File: src/rtl/out_change_capture.sv
// Result-capture FIFO: queues in_data samples, drains over valid/ready, counts overflow drops.
// Optional macro CAPTURE_CHANGE_FILTER_EN: queue only samples that differ from the previous one.
module out_change_capture #(
    parameter int DATA_W = 32,
    parameter int DEPTH  = 8,
    parameter int CNT_W  = 16,
    localparam int PTR_W = $clog2(DEPTH),
    localparam int OCC_W = $clog2(DEPTH + 1)
) (
    input  logic              clk,
    input  logic              reset,
    input  logic              in_valid,
    input  logic [DATA_W-1:0] in_data,
    output logic              out_valid,
    input  logic              out_ready,
    output logic [DATA_W-1:0] out_data,
    output logic [OCC_W-1:0]  count,
    output logic [CNT_W-1:0]  drop_cnt,
    output logic              overflow,
    input  logic              ovf_clr
);

    logic [DATA_W-1:0] mem_q [DEPTH];
    logic [PTR_W-1:0]  wr_ptr_q, wr_ptr_d;
    logic [PTR_W-1:0]  rd_ptr_q, rd_ptr_d;
    logic [OCC_W-1:0]  count_q, count_d;
    logic [CNT_W-1:0]  drop_cnt_q, drop_cnt_d;
    logic              overflow_q, overflow_d;
    logic              accept, qual, pop, push, drop, full;

`ifdef CAPTURE_CHANGE_FILTER_EN
    logic [DATA_W-1:0] last_seen_q;
    logic              seen_any_q;

    assign accept = !seen_any_q || (in_data != last_seen_q);

    // Tracks every valid sample, even those dropped or filtered, so the filter sees true changes.
    always_ff @(posedge clk or negedge reset) begin
        if (!reset) begin
            last_seen_q <= '0;
            seen_any_q  <= 1'b0;
        end else if (in_valid) begin
            last_seen_q <= in_data;
            seen_any_q  <= 1'b1;
        end
    end
`else
    assign accept = 1'b1;
`endif

    assign out_valid = (count_q != '0);
    assign out_data  = mem_q[rd_ptr_q];
    assign count     = count_q;
    assign drop_cnt  = drop_cnt_q;
    assign overflow  = overflow_q;

    always_comb begin
        // NOTE: every combinational output gets a default first so no path can infer a latch.
        wr_ptr_d   = wr_ptr_q;
        rd_ptr_d   = rd_ptr_q;
        count_d    = count_q;
        drop_cnt_d = drop_cnt_q;
        overflow_d = overflow_q;

        qual = in_valid && accept;
        pop  = out_valid && out_ready;
        full = (count_q == OCC_W'(DEPTH));
        push = qual && (!full || pop);
        drop = qual && full && !pop;

        if (push) wr_ptr_d = wr_ptr_q + PTR_W'(1);
        if (pop)  rd_ptr_d = rd_ptr_q + PTR_W'(1);

        case ({push, pop})
            2'b10:   count_d = count_q + OCC_W'(1);
            2'b01:   count_d = count_q - OCC_W'(1);
            default: count_d = count_q;
        endcase

        if (drop && (drop_cnt_q != {CNT_W{1'b1}})) drop_cnt_d = drop_cnt_q + CNT_W'(1);

        // A drop in the same cycle as a clear request keeps the flag set.
        if (drop)         overflow_d = 1'b1;
        else if (ovf_clr) overflow_d = 1'b0;
    end

    // NOTE: sequential state uses non-blocking assignments so all registers update together.
    always_ff @(posedge clk or negedge reset) begin
        if (!reset) begin
            wr_ptr_q   <= '0;
            rd_ptr_q   <= '0;
            count_q    <= '0;
            drop_cnt_q <= '0;
            overflow_q <= 1'b0;
        end else begin
            wr_ptr_q   <= wr_ptr_d;
            rd_ptr_q   <= rd_ptr_d;
            count_q    <= count_d;
            drop_cnt_q <= drop_cnt_d;
            overflow_q <= overflow_d;
        end
    end

    // NOTE: storage is reset because out_data must read 0 after reset; the array is small.
    always_ff @(posedge clk or negedge reset) begin
        if (!reset) begin
            for (int i = 0; i < DEPTH; i++) mem_q[i] <= '0;
        end else if (push) begin
            mem_q[wr_ptr_q] <= in_data;
        end
    end

endmodule

File: config.mk
export PLATFORM = sky130hd
export DESIGN_NAME = out_change_capture
export DESIGN_NICKNAME = d
export VERILOG_FILES = /design/src/rtl/out_change_capture.sv
export SDC_FILE = /design/constraint.sdc
export NUM_CORES = 1
export LEC_CHECK = 0
export BUFFER_PORTS_ARGS = -buffer_cell sky130_fd_sc_hd__buf_4
export CAP_MARGIN = 15
export CORE_MARGIN = 3
export CORE_UTILIZATION = 60
export DETAILED_ROUTE_END_ITERATION = 16
export PLACE_DENSITY = 0.79
export SETUP_SLACK_MARGIN = 0.02
export SLEW_MARGIN = 25
export SYNTH_ARGS = -nofsm -noshare
export SYNTH_HDL_FRONTEND = slang
export SYNTH_SLANG_ARGS = --single-unit
export TNS_END_PERCENT = 1
File: constraint.sdc
create_clock -name clk -period 6 [get_ports clk]
set_input_delay 1.2 -clock clk [delete_from_list [all_inputs] [get_ports clk]]
set_output_delay 1.2 -clock clk [all_outputs]
set_load 0.005 [all_outputs]
# [Yosys cells after proc, flatten, opt, wreduce, memory -nomap -nowiden]
# Index checks and enable logic that the tools add are counted.
[totals] ff_bits=283 latchBits=0 ram_bits=0 romBits=0 inputBits=37 wordCells=48 n_memories=0
[op_classes] addsub=5 mul=0 div_mod_pow=0 magnitude_cmp=3 n_eq_ne=4 shifts=0 mux=9 bitwise_logic=2 reduce_logical=12
[ops] operator="$bwmux 256" count=1
[ops] operator="$bmux 32 s3" count=1
[ops] operator="$demux 32 s3" count=1
[ops] operator="$mux 32" count=3
[ops] operator="$add 16x1->16 const B" count=1
[ops] operator="$ne 16x16->1 const B" count=1
[ops] operator="$ge 4x4->1 const B" count=2
[ops] operator="$not 3->4" count=2
[ops] operator="$pmux 4 s2" count=1
[ops] operator="$add 3x1->3 const B" count=2
[ops] operator="$logic_and 1x1->1" count=6
[ops] operator="$add 4x1->4 const B" count=1
[ops] operator="$eq 4x4->1 const B" count=1
[ops] operator="$lt 4x1->1 const B" count=1
[ops] operator="$reduce_bool 2->1" count=2
[ops] operator="$reduce_bool 4->1" count=1
[ops] operator="$sub 4x1->4 const B" count=1
[ops] operator="$eq 2x1->1 const B" count=1
[ops] operator="$eq 2x2->1 const B" count=1
[ops] operator="$logic_not 1->1" count=2
[ops] operator="$mux 1" count=2
[ops] operator="$logic_or 1x1->1" count=1

# [Logic depth before layout (Yosys ltp)]
# Gate-level depths: netlist of the first run.
[depth] word_depth=6 depth_mapped=10 mapped_depth_nobuf=10

# [Worst setup path after synthesis of the first run]
# No wires, ideal clock.
[synth_timing] path_type="input -> register" start="input out_ready" end="register count_q[2], in the netlist count[2]" arrival_ns=2.815 t_required_ns=5.869 slack_ns=3.054 path_stages=10 cell_sequence="and2b_1 a21oi_4 inv_1 ha_1 xor2_1 ha_1 a21oi_1 xor2_1 nor2_1 xor2_1"
[synth_between] elab_chain_cells=5
[synth_lines] item="start: declaration" line="15" source="input logic out_ready,"
[synth_lines] item="$logic_and 1x1->1 (*)" line="66" source="pop = out_valid && out_ready;"
[synth_lines] item="$logic_or 1x1->1" line="68" source="push = qual && (!full || pop);"
[synth_lines] item="$logic_and 1x1->1" line="68"
[synth_lines] item="$eq 2x1->1 or $eq 2x2->1 (tied branches)" line="74" source="case ({push, pop})"
[synth_lines] item="$pmux 4 s2 or $reduce_bool 2->1 (tied branches)"
[synth_lines] item="end signal: assignment" line="98" source="count_q <= count_d;"
[synth_lines] item="end: declaration" line="26" source="logic [OCC_W-1:0] count_q, count_d;"
# Every way passes the cells marked *; elsewhere a longest branch is shown, timed or not.
# A chain may end at the register's enable or synchronous reset.

# [Final worst setup path of the first run]
[layout_timing] start="register rd_ptr_q[1]" end="output out_data[20]"
[layout_between] elab_chain_cells=4
[layout_lines] item="start: declaration" line="25" source="logic [PTR_W-1:0] rd_ptr_q, rd_ptr_d;"
[layout_lines] item="start signal: assignment" line="97" source="rd_ptr_q <= rd_ptr_d;"
[layout_lines] item="$not 3->4 (not written as such)" line="52" source="assign out_data = mem_q[rd_ptr_q];"
[layout_lines] item="$bmux 32 s3" line="52"
[layout_lines] item="$mux 32 (not written as such) (2 in a row)" line="52"
[layout_lines] item="end: declaration" line="16" source="output logic [DATA_W-1:0] out_data,"
# No other way between the ends. The select of a mux whose other input is x is not followed.

==> results summary, run 1 <==
The post-route fraction of the period consumed by the critical path came out at 0.692. The distinct cell type count after synthesis is 38. The final cell utilization of the core came out at 0.707. The fraction of final layout cells sized beyond drive strength 1 came out at 0.519. The first routing iteration left 287 violations. Setup repair after global routing left no endpoint under its margin. Ranked by total cell area, the synthesized netlist is headed by sky130_fd_sc_hd__dfrtp_1 (56%), sky130_fd_sc_hd__mux2_2 (22%), sky130_fd_sc_hd__mux4_2 (11%).

Clock skew on the completed layout was measured at 13.0 ps. The die is 152 um wide. The cell area after technology mapping is 0.0127 mm^2. The aggregate global routing overflow is 0.

The global-route met1 utilization came out at 0.316. The wire length of the first global-routing pass is 41800 um. The tool flagged a number of max-cap violations equal to 0. The placer congestion estimate is 0.815.

In this run the most critical hold path is launched from mem_q[16]. The maximum clock path buffer count came out at 3. The worst register-to-register path begins at count[3]. Dividing the detail-routed wire length by the instance count gives 22.3 um. Of all cell types, the one taking the most synthesized area is sky130_fd_sc_hd__dfrtp_1. The most common cell in the synthesized netlist is sky130_fd_sc_hd__dfrtp_1.

The count of pins over their slew limit came to 0. The number of remaining DRC errors came out at 0. The number of buffers created by CTS is 29.

The leakage power came out at 6.39 nW. The number of warnings reported in the yosys synthesis log is 0. The capture endpoint of the worst hold path is mem_q[16]. At the pin with the least slew margin, the transition time is 1070 ps. In this run the clock root is driven by a sky130_fd_sc_hd__clkbuf_16. The count of pins on the block boundary came out at 91.

The routing usage on met2 is 0.406. In this run the tightest slew margin relative to its limit is 0.287. For this run, asynchronously set or reset flops after synthesis account for 1.00.

The post-route setup TNS is 0 ps. The remaining number of nets flagged by the antenna check after routing is 0. At the later pin of the worst-skew pair, clock insertion delay measures 530 ps. In this run the mean area of a mapped cell was 16.2 um^2. The sequential area share after synthesis came out at 0.556.

The endpoint identified for the worst register-to-register timing path is mem_q[36]. The nature of the critical path endpoint is an output pin. The post-cts sizing count came out at 0. For this run, global-route usage on met3 was measured as 0.0327. The gate count of the mapped netlist is 786. The chip height came out at 152 um. After clock tree synthesis, the clock-pin slew on the worst setup and hold paths is 60 ps. Counting flops and latches in the post-synthesis netlist gives 283. For flop-to-flop paths, the worst setup slack is 3030 ps. The count of port buffers added during placement is 90.

The initial antenna violation count was 0. The biggest fanout along the worst timing path came out at 34. The power per cell area is 573 mW/mm^2. STA puts the critical path data arrival time at 2950 ps. Summing over every cut layer, the via total after detailed routing is 7054. Across all hold checks on the routed design, the worst slack comes to 488 ps. In this run the core area contains 52 standard-cell rows. Measured in cells, the most critical reg-to-reg path has a length of 4. The count of nets after finishing is 915.

The flow ran to the end, and the final reports show no timing, DRC or antenna violations. The synthesized design contains 0 enable-type register cells. Summed over all layers, the routed wires come to 25800 um. After clock tree synthesis, the flow added hold-fix buffers numbering 0. Total power for the finished layout comes to 0.00832 W. Setup violations remaining at the end of the flow were counted as 0. 0 antenna diodes ended up in the layout. In this run the number of H-tree levels came out at 1.

The upper clock frequency limit is 0.241 GHz. Detailed placement ended at an HPWL of 15900 um. The worst-case IR drop observed on VDD is 305 uV. The global routing usage summed across all routing layers is 0.232. The depth of the worst hold-timing path came out at 1.

The CTS tree is yes. The number of global-route vias before repair is 7784. The area growth from synthesis to layout is 14.1%. The most used flip-flop cell after synthesis is sky130_fd_sc_hd__dfrtp_1. The total setup buffers inserted after CTS is 0. Using the TritonRoute via totals, the vias-per-cell ratio works out to 6.12. The critical path in this run is classified as reg -> out. The core outline area is 0.0206 mm^2. The fill cell instance count of the final layout came out at 1345. Entering global routing, the biggest net connects 123 pins.

The total nets after synthesis is 829. STA classifies the critical path startpoint as a register. The share of synthesized area in the top cell type comes to 0.556. The class of the tightest hold or removal check is reg -> reg. The layer flagged by global routing as most heavily used is met2. The starting utilization of the core area is 0.620. The number of clock sinks seen by CTS came out at 283.

The total iterations of the first detailed-routing run came out at 4. The total die area is 0.0230 mm^2. After synthesis, the most frequently instantiated cells are sky130_fd_sc_hd__dfrtp_1 (283), sky130_fd_sc_hd__mux2_2 (246), sky130_fd_sc_hd__mux4_2 (64). For the worst setup path, the data required time is 4800 ps. The final number of hold-violating endpoints was 0. The post-route minimum period is 4150 ps.
==> state kept, by name, summed over array words and instances (netlist names) <==
signal	count
count	4
drop_cnt	16
wr_ptr_q	3
rd_ptr_q	3
mem_q	256
overflow	1
==> cell families (layout without fill, tap and decap cells) <==
group / count (synthesis) / after routing / synth area share
multiplexers: 357 / 357 / 0.372
flip-flops: 283 / 283 / 0.556
AND/OR/NAND/NOR: 60 / 60 / 0.0282
buffers and inverters: 49 / 146 / 0.0175
XOR/XNOR: 23 / 23 / 0.0158
AO/OA/AOI/OAI: 8 / 8 / 0.00501
adder cells (fa/ha/maj): 6 / 6 / 0.00589
==> routing by layer <==
| metal | routed length [um] | share of wire |
|---|---|---|
| met1 | 11100 | 0.43 |
| met2 | 13400 | 0.52 |
| met3 | 880 | 0.034 |
| met4 | 447 | 0.017 |
| met5 | 0 | 0 |
==> critical path, cell delays in order (launching register included) <==
cell and delay, ps:
sky130_fd_sc_hd__dfrtp_2 970, sky130_fd_sc_hd__buf_4 570, sky130_fd_sc_hd__mux4_2 380, sky130_fd_sc_hd__mux2_2 300, sky130_fd_sc_hd__buf_4 150
==> cell usage in the layout (no fill, tap or decap), drive strengths merged, types with 2 or more instances in the layout <==
cell type  count
a21oi          4
mux4          64
nor2           4
xnor2          4
mux2         292
clkbuf        42
a211oi         2
ha             6
nor2b          2
nand2         12
buf          100
nor4           6
dfrtp        283
inv            4
nor3           7
and3           3
and2           2
nor4b          2
nand3          8
xor2          19
nand4          6
nand2b         2
==> per-stage QoR <==
step / worst slack [ps] / instance area [um^2] / cells
floorplan: 3050 / 12700 / 786
global route: 1750 / 14500 / 1153
global placement: 2180 / 13700 / 1109
CTS: 1820 / 14500 / 1153
finish: 1850 / 14500 / 1153
detailed placement: 2260 / 13700 / 1111
==> worst max-delay path by stage <==
stage,start,end,cells after the start
CTS,rd_ptr_q[1],out_data[0],4
detailed placement,out_ready,mem_q[36],5
global placement,rd_ptr_q[0],out_data[12],4
floorplan,out_ready,count[2],10
finish,rd_ptr_q[1],out_data[20],4
global route,rd_ptr_q[0],out_data[14],6
==> cell type report <==
type | instances | area (um^2) | share of cell area
Timing Repair Buffer | 100 | 803 | 0.0553
Multi-Input combinational cell | 454 | 5480 | 0.377
Sequential cell | 283 | 7090 | 0.488
Inverter | 4 | 15.0 | 0.00103
Tap cell | 270 | 338 | 0.0232
Clock buffer | 42 | 815 | 0.0560
==> report_power, final <==
| part | switching, W | internal [W] | total [W] |
|---|---|---|---|
| Sequential | 0.000632 | 0.00284 | 0.00347 |
| Combinational | 0.00114 | 0.00212 | 0.00327 |
| Clock | 0.000669 | 0.000920 | 0.00159 |
| Total | 0.00244 | 0.00588 | 0.00832 |
(Power assumes the default switching activity.)
==> run 2, diff against run 1 <==
--- a/config.mk
+++ b/config.mk
@@ -5,12 +5,13 @@
 export SDC_FILE = /design/constraint.sdc
 export NUM_CORES = 1
 export LEC_CHECK = 0
+export ABC_AREA = 1
 export BUFFER_PORTS_ARGS = -buffer_cell sky130_fd_sc_hd__buf_4
 export CAP_MARGIN = 15
 export CORE_MARGIN = 3
-export CORE_UTILIZATION = 60
+export CORE_UTILIZATION = 55
 export DETAILED_ROUTE_END_ITERATION = 16
-export PLACE_DENSITY = 0.79
+export PLACE_DENSITY = 0.76
 export SETUP_SLACK_MARGIN = 0.02
 export SLEW_MARGIN = 25
 export SYNTH_ARGS = -nofsm -noshare
==> constraint.sdc (replaced) <==
create_clock -name clk -period 3.8 [get_ports clk]
set_input_delay 0.76 -clock clk [delete_from_list [all_inputs] [get_ports clk]]
set_output_delay 0.76 -clock clk [all_outputs]
set_load 0.005 [all_outputs]
==> results summary, run 2 <==
The number of cells on the worst reg-to-reg path came out at 11. The maximum clock path buffer count came out at 3. The final count of negative-setup-slack endpoints came out at 0.

At the worst endpoint, the arrival time is 2490 ps. Tracing the worst setup path back leads to its startpoint at rd_ptr_q[0]. The largest single stage delay on the critical path is 480 ps. The number of stages on the worst setup path is 7. The gate count of the mapped netlist came out at 1614. The buffering stage count on the worst path with inverters included came out at 3. In this run the clock root is driven by a sky130_fd_sc_hd__clkbuf_16. The register with the most flip-flops in the layout has 256 of them. The synthesized area per cell came out at 8.31 um^2. By area the synthesized netlist is led by sky130_fd_sc_hd__dfrtp_1 (53%), sky130_fd_sc_hd__nand2_1 (12%), sky130_fd_sc_hd__o21ai_1 (8.6%). The total number of vias came out at 10800.

The fill cell instance count of the final layout came out at 1998. The area occupied by registers is 0.00709 mm^2. Of the total synthesized cell area, the portion taken by XOR and XNOR cells is 0.00914. The wire length of the first global-routing pass came out at 52700 um.

The biggest fanout along the worst timing path is 46. For this design the ratio of total power to cell area is 882 mW/mm^2. The critical path ends at out_data[23]. The initialized floorplan defines 56 standard-cell rows. The congestion estimate from routability-driven global placement came to 0.801.

The run finished with clean final reports. The number of global-route vias before repair came out at 10800. The number of buffers created by CTS is 30. The die covers 0.0263 mm^2. The wire length reported by the detailed router came out at 30500 um. For this run, design rule violations remaining after detail routing come to 0. The post-route fraction of the period consumed by the critical path came out at 0.854. The total power after layout is 0.0132 W. TritonCTS built the clock tree. The clock reaches the later pin of the worst-skew pair after 550 ps. The proportion of synthesized area in mux cells is 0. The area growth from synthesis to layout is 11.6%. The critical path class is reg -> out.

The detailed-placement wirelength estimate is 17800 um. The multi-input combinational cells in the finished layout cover a total of 0.00537 mm^2. After detailed routing, the average wire length per cell comes to 15.3 um. The post-route minimum period came out at 3250 ps. The count of pins over their slew limit came out at 0. The most used flip-flop cell after synthesis is sky130_fd_sc_hd__dfrtp_1. Traced cell by cell, the critical path runs through clkinv_2 -> buf_12 -> o21ai_0 -> o21ai_0 -> nand2_1 -> nand2_1 -> buf_4. Of the total synthesized cell area, the portion taken by full adders, half adders and majority gates is 0.00560. Dividing the detail-routed via count by the number of cells gives 5.44.

The count of pins on the block boundary came out at 91. In this run the number of H-tree levels came out at 1. The number of warnings reported in the yosys synthesis log is 0. After synthesis, the largest family of logic cells by area is simple AND/OR/NAND/NOR gates.

The distinct cell type count after synthesis is 28. The leading cell type by number of instances after synthesis is sky130_fd_sc_hd__nand2_1. The library cell used most frequently in the layout, excluding fill and tap cells, is sky130_fd_sc_hd__nand2_1. The final number of hold-violating endpoints is 0.

VDD sags by at most 523 uV. The class of the tightest hold or removal check is in -> async. The total of max-cap violations came out at 0. The required arrival time at the worst endpoint is 3040 ps. Of the synthesized area, sequential elements account for 0.528. Summed over all cells, the static leakage comes to 7.19 nW.

The total nets after synthesis came out at 1657. On the critical path, the stage with the largest delay is an instance of sky130_fd_sc_hd__clkinv_2. The number of enable flip-flop cells after synthesis came out at 0.

The clock net in this run drives a total of 283 sinks. The post-synthesis share of cell area spent on and, or, nand and nor gates is 0.209. The fraction of registers with async set or reset after synthesis is 1.00.

Measured along the x axis, the die boundary spans 162 um. The worst clock skew on the final layout is 16.1 ps. Before antenna repair, the detailed router went through 7 iterations. The worst slew slack as a fraction of its limit is 0.480. The commonest cells after synthesis are sky130_fd_sc_hd__nand2_1 (441), sky130_fd_sc_hd__dfrtp_1 (283), sky130_fd_sc_hd__o21ai_1 (230). The cell accounting for the most synthesized area is sky130_fd_sc_hd__dfrtp_1. The library cells used most frequently in the layout, excluding fill and tap cells, are sky130_fd_sc_hd__nand2_1 (441), sky130_fd_sc_hd__dfrtp_1 (281), sky130_fd_sc_hd__o21ai_1 (230).

The count of port buffers added during placement is 90. The flop and latch count out of synthesis came out at 283. At the pin with the least slew margin, the transition time is 775 ps. Static timing analysis puts the maximum clock frequency at 0.308 GHz. Clock-pin slew was measured on the worst setup and hold paths at 60 ps.

The starting utilization of the core area is 0.565. The cell area after technology mapping is 0.0134 mm^2. Adding up every negative setup slack in the final design gives 0 ps. In this design, the largest share of critical-path delay is due to buffers and inverters. The worst setup slack for register-to-register paths is 1600 ps.

The fraction of the mapped netlist area in compound gates is 0.176. The startpoint identified for the worst register-to-register timing path is count[1]. The repair_antennas step left the layout with diodes totalling 0. For this design, the CTS-stage hold fixing added 0 buffers. Setup repair after global routing left no endpoint under its margin. The count of nets after finishing is 1694. The remaining number of nets flagged by the antenna check after routing is 0. The kind of start point of the critical path is a register. Across every metal layer, demand over resource in global routing totals 0.238.

The total overflow left after global routing is 0. The endpoint of the most critical register-to-register path is count[2]. Of the cells placed in the final design, the portion with a size suffix greater than 1 is 0.117. The area share of the leading cell type in the synthesized netlist is 0.528.

The violation count after the first detailed-route iteration came out at 1015. The number of gates resized after CTS was 0. STA classifies the critical path endpoint as an output pin.

Ranked by flip-flop count, first place goes to mem_q. Entering global routing, the biggest net connects 130 pins. After floorplanning, the core was sized to cover 0.0238 mm^2.

The total setup buffers inserted after CTS is 0. The initial antenna violation count came out at 0. The chip height came out at 162 um.
[run 2: cell count changes in the layout (fill, tap and decap cells not counted), sizes merged, moves of 13 or more]
cell and delta:
mux2 -292, inv +54, o21ai +455, nor2 +216, mux4 -64, xor2 -13, nand2 +440
[run 2: cell families (layout without fill, tap and decap cells)]
kind of cell             count (synthesis)  in the layout
AO/OA/AOI/OAI                          457            457
AND/OR/NAND/NOR                        694            694
XOR/XNOR                                14             14
buffers and inverters                  160            219
adder cells (fa/ha/maj)                  6              6
flip-flops                             283            283
[run 2: area by class of cell]
cell class	count	share of cell area
inverter	60	0.0153
tap	319	0.0267
timing repair buffer	105	0.0582
clock buffer	43	0.0587
multi-input combinational	1171	0.359
sequential	283	0.474
clock inverter	11	0.00911
[run 2: power breakdown]
| part | switching (W) | internal [W] |
|---|---|---|
| clock network | 0.00118 | 0.00175 |
| registers | 0.000778 | 0.00430 |
| logic | 0.00312 | 0.00209 |
| total | 0.00508 | 0.00813 |
[run 2: worst min path at each step]
stage,start,end,slack (ps),depth (start not counted)
4_1_cts,reset,mem_q[105],280,1
3_3_place_gp,mem_q[34],mem_q[34],460,2
5_1_grt,reset,mem_q[71],310,1
3_5_place_dp,mem_q[58],mem_q[58],460,2
6_report,reset,mem_q[41],260,1
2_1_floorplan,mem_q[33],mem_q[33],450,2
[run 2: per-stage QoR]
step	util	setup slack, ps	std cells	hold slack, ps	cell area (um^2)
after CTS	0.630	533	1992	282	15000
after floorplan	-	1750	1614	450	13400
after detailed placement	0.588	1150	1938	464	14000
final	0.630	554	1992	258	15000
after global routing	0.630	377	1992	310	15000
after global placement	0.587	1170	1938	462	14000
[run 2: worst reg2reg max path: stages (launching register included)]
cell	delay, ps
sky130_fd_sc_hd__dfrtp_1	460
sky130_fd_sc_hd__nor2_2	210
sky130_fd_sc_hd__nand2_1	90
sky130_fd_sc_hd__nand2_1	180
sky130_fd_sc_hd__inv_1	130
sky130_fd_sc_hd__ha_1	250
sky130_fd_sc_hd__nor2_1	110
sky130_fd_sc_hd__nor2_1	70
sky130_fd_sc_hd__ha_1	180
sky130_fd_sc_hd__a21oi_1	170
sky130_fd_sc_hd__xor2_1	150
sky130_fd_sc_hd__o21ai_0	80
[run 2: routing by layer]
layer	GRT usage	wire length [um]	part of all wire	vias to the layer above
met4	0.0531	520	0.017	0
met5	0	0	0	-
met1	0.345	14300	0.47	5161
li1	-	-	-	5330
met2	0.393	14300	0.47	299
met3	0.0258	1380	0.045	43
==> run 3, diff against run 2 <==
--- a/config.mk
+++ b/config.mk
@@ -11,6 +11,7 @@
 export CORE_MARGIN = 3
 export CORE_UTILIZATION = 55
 export DETAILED_ROUTE_END_ITERATION = 16
+export GPL_TIMING_DRIVEN = 0
 export PLACE_DENSITY = 0.76
 export SETUP_SLACK_MARGIN = 0.02
 export SLEW_MARGIN = 25
==> results summary, run 3 (synthesized netlist as in run 2, its figures left out) <==
The run finished with clean final reports. The count of nets after finishing came out at 1781. The die is 162 um tall. For this design the ratio of total power to cell area is 885 mW/mm^2.

The required arrival time at the worst endpoint came out at 3040 ps. The nature of the critical path endpoint is an output pin. The antenna diode count is 0. Following the worst setup path forward leads to its endpoint at out_data[0]. The critical path goes through buf_2 -> clkbuf_1 -> o21ai_0 -> o21ai_0 -> nand2_1 -> nand2_1 -> buf_4. Of the cells placed in the final design, the portion with a size suffix greater than 1 is 0.136. The final count of negative-setup-slack endpoints is 0. The layout has 2056 filler cells. Measured in cells, the most critical reg-to-reg path has a length of 11. The met3 routed wirelength is 2890 um. In this design, the stage delay of the slowest critical-path cell is 530 ps. The maximum number of pins on one net before global-route repair is 87. TritonCTS built the clock tree.

Summed over all nets, wire length on met2 after detailed routing comes to 17400 um. The total setup buffers inserted after CTS came out at 0. The core outline area is 0.0238 mm^2. The count of pins over their slew limit was 0. During I/O placement, the number of pins put on the boundary was 91. The starting utilization of the core area came out at 0.565. The final number of hold-violating endpoints came to 0. The via density per instance is 5.68. The critical path starts at rd_ptr_q[1]. The total iterations of the first detailed-routing run is 8. The biggest fanout along the worst timing path came out at 10. The remaining number of nets flagged by the antenna check after routing is 0. Summed over all cells, the static leakage comes to 7.48 nW.

The worst setup slack for register-to-register paths came out at 1560 ps. Setup repair after global routing left no endpoint under its margin. Setup slack closes at 480 ps. The count of port buffers added during placement came out at 90. Counting every sink on the clock net gives 283. Setup total negative slack on the finished layout was measured at 0 ps.

The post-route fraction of the period consumed by the critical path is 0.874. The total number of vias came out at 11800. The placer congestion estimate came out at 0.879. The endpoint identified for the worst register-to-register timing path is count[2]. The path class of the tightest hold or removal check is in -> async. After floorplanning, the core was divided into 56 placement rows. The wire length of the first global-routing pass is 60200 um.

The worst setup path is launched from a register. The clock insertion delay at the later pin of the skew report came out at 550 ps. In this run the number of H-tree levels came out at 1. The slew of the pin with the lowest slew margin came out at 772 ps. The violation count after the first detailed-route iteration came out at 1073. The aggregate global routing overflow is 0. The standard cell with the maximum stage delay on the critical path is sky130_fd_sc_hd__clkbuf_1. Ranked by flip-flop count, first place goes to mem_q.

Timing would allow up to 0.301 GHz. The smallest clock period supported by the final layout is computed as 3320 ps. The number of global-route vias before repair is 11400.

The setup slack at placement is 1160 ps. The largest vdd supply drop came out at 433 uV. The per-cell routed wire length is 18.0 um. In this design, the largest share of critical-path delay is due to buffers and inverters.

The worst clock skew on the final layout came out at 15.8 ps. The worst path arrival time came out at 2560 ps. The worst register-to-register path begins at count[1].

TritonCTS created 29 clock buffers. The clock-pin slew reported for the worst setup and hold paths after clock tree synthesis came out at 60 ps. The total power after layout came out at 0.0137 W.

Leaving out fill and tap cells, the most frequent cell in the layout is sky130_fd_sc_hd__nand2_1. Signal routing reaches up to met4. The final layout contains routed wiring with a total length of 37400 um. The met1 wire length is 15900 um.

The detailed-placement wirelength estimate is 24600 um. The total die area is 0.0263 mm^2. The total of max-cap violations is 0. The number of stages on the worst setup path is 7.

In the layout the commonest cells are sky130_fd_sc_hd__nand2_1 (441), sky130_fd_sc_hd__dfrtp_1 (283), sky130_fd_sc_hd__o21ai_1 (230). The number of buffers and inverters on the critical path is 3. Across every metal layer, demand over resource in global routing totals 0.286.

The initial antenna violation count is 0. The register with the most flip-flops in the layout has 256 of them. After detailed routing, the number of remaining DRC violations is 0. The worst setup path is of the reg -> out kind. The post-cts sizing count came out at 0. The tree is rooted in a sky130_fd_sc_hd__clkbuf_16. The area growth from synthesis to final layout is 15.7%. The die width is 162 um.

In this run, post-CTS hold repair placed 0 buffers. Measured against its own limit, the worst slew margin works out to 0.486. The maximum clock path buffer count came out at 3.
-- run 3: layer usage --
metal / vias up / track usage
met3: 87 / 0.0479
met2: 499 / 0.455
met4: 0 / 0.0958
met5: - / 0
met1: 5702 / 0.402
li1: 5513 / -
-- run 3: worst min-delay path by stage --
| stage | endpoint | slack [ps] | cells past startpoint |
|---|---|---|---|
| 3_3_place_gp | mem_q[40] | 460 | 2 |
| 5_1_grt | mem_q[234] | 200 | 1 |
| 4_1_cts | mem_q[234] | 180 | 1 |
| 3_5_place_dp | mem_q[40] | 460 | 2 |
| 2_1_floorplan | mem_q[33] | 450 | 2 |
| 6_report | mem_q[199] | 170 | 1 |
-- run 3: worst reg2reg max path: stages (launching register included) --
cell and delay (ps):
sky130_fd_sc_hd__dfrtp_1 440, sky130_fd_sc_hd__nor2_2 190, sky130_fd_sc_hd__nand2_1 90, sky130_fd_sc_hd__nand2_1 200
sky130_fd_sc_hd__inv_1 180, sky130_fd_sc_hd__ha_1 280, sky130_fd_sc_hd__nor2_1 120, sky130_fd_sc_hd__nor2_1 70
sky130_fd_sc_hd__ha_1 180, sky130_fd_sc_hd__a21oi_1 140, sky130_fd_sc_hd__xor2_1 150, sky130_fd_sc_hd__o21ai_0 80
-- run 3: final cells by class --
class | count | area [um^2] | share of cell area
Inverter | 60 | 228 | 0.0147
Clock inverter | 11 | 108 | 0.00693
Sequential cell | 283 | 7080 | 0.456
Multi-Input combinational cell | 1171 | 5360 | 0.346
Buffer | 100 | 744 | 0.0480
Tap cell | 319 | 399 | 0.0257
Timing Repair Buffer | 93 | 766 | 0.0493
Clock buffer | 41 | 831 | 0.0535
-- run 3: where the power goes --
part / internal [W] / switching, W
combinational: 0.00229 / 0.00364
sequential: 0.00429 / 0.000703
clock: 0.00165 / 0.00117
-- run 3: per-stage QoR --
| step | instance area [um^2] | hold slack [ps] | util | instances |
|---|---|---|---|---|
| after floorplan | 13400 | 450 | - | 1614 |
| after global placement | 14500 | 459 | 0.610 | 2023 |
| after detailed placement | 14600 | 464 | 0.614 | 2026 |
| after CTS | 15500 | 185 | 0.653 | 2078 |
| after global routing | 15500 | 199 | 0.653 | 2078 |
| final | 15500 | 172 | 0.653 | 2078 |
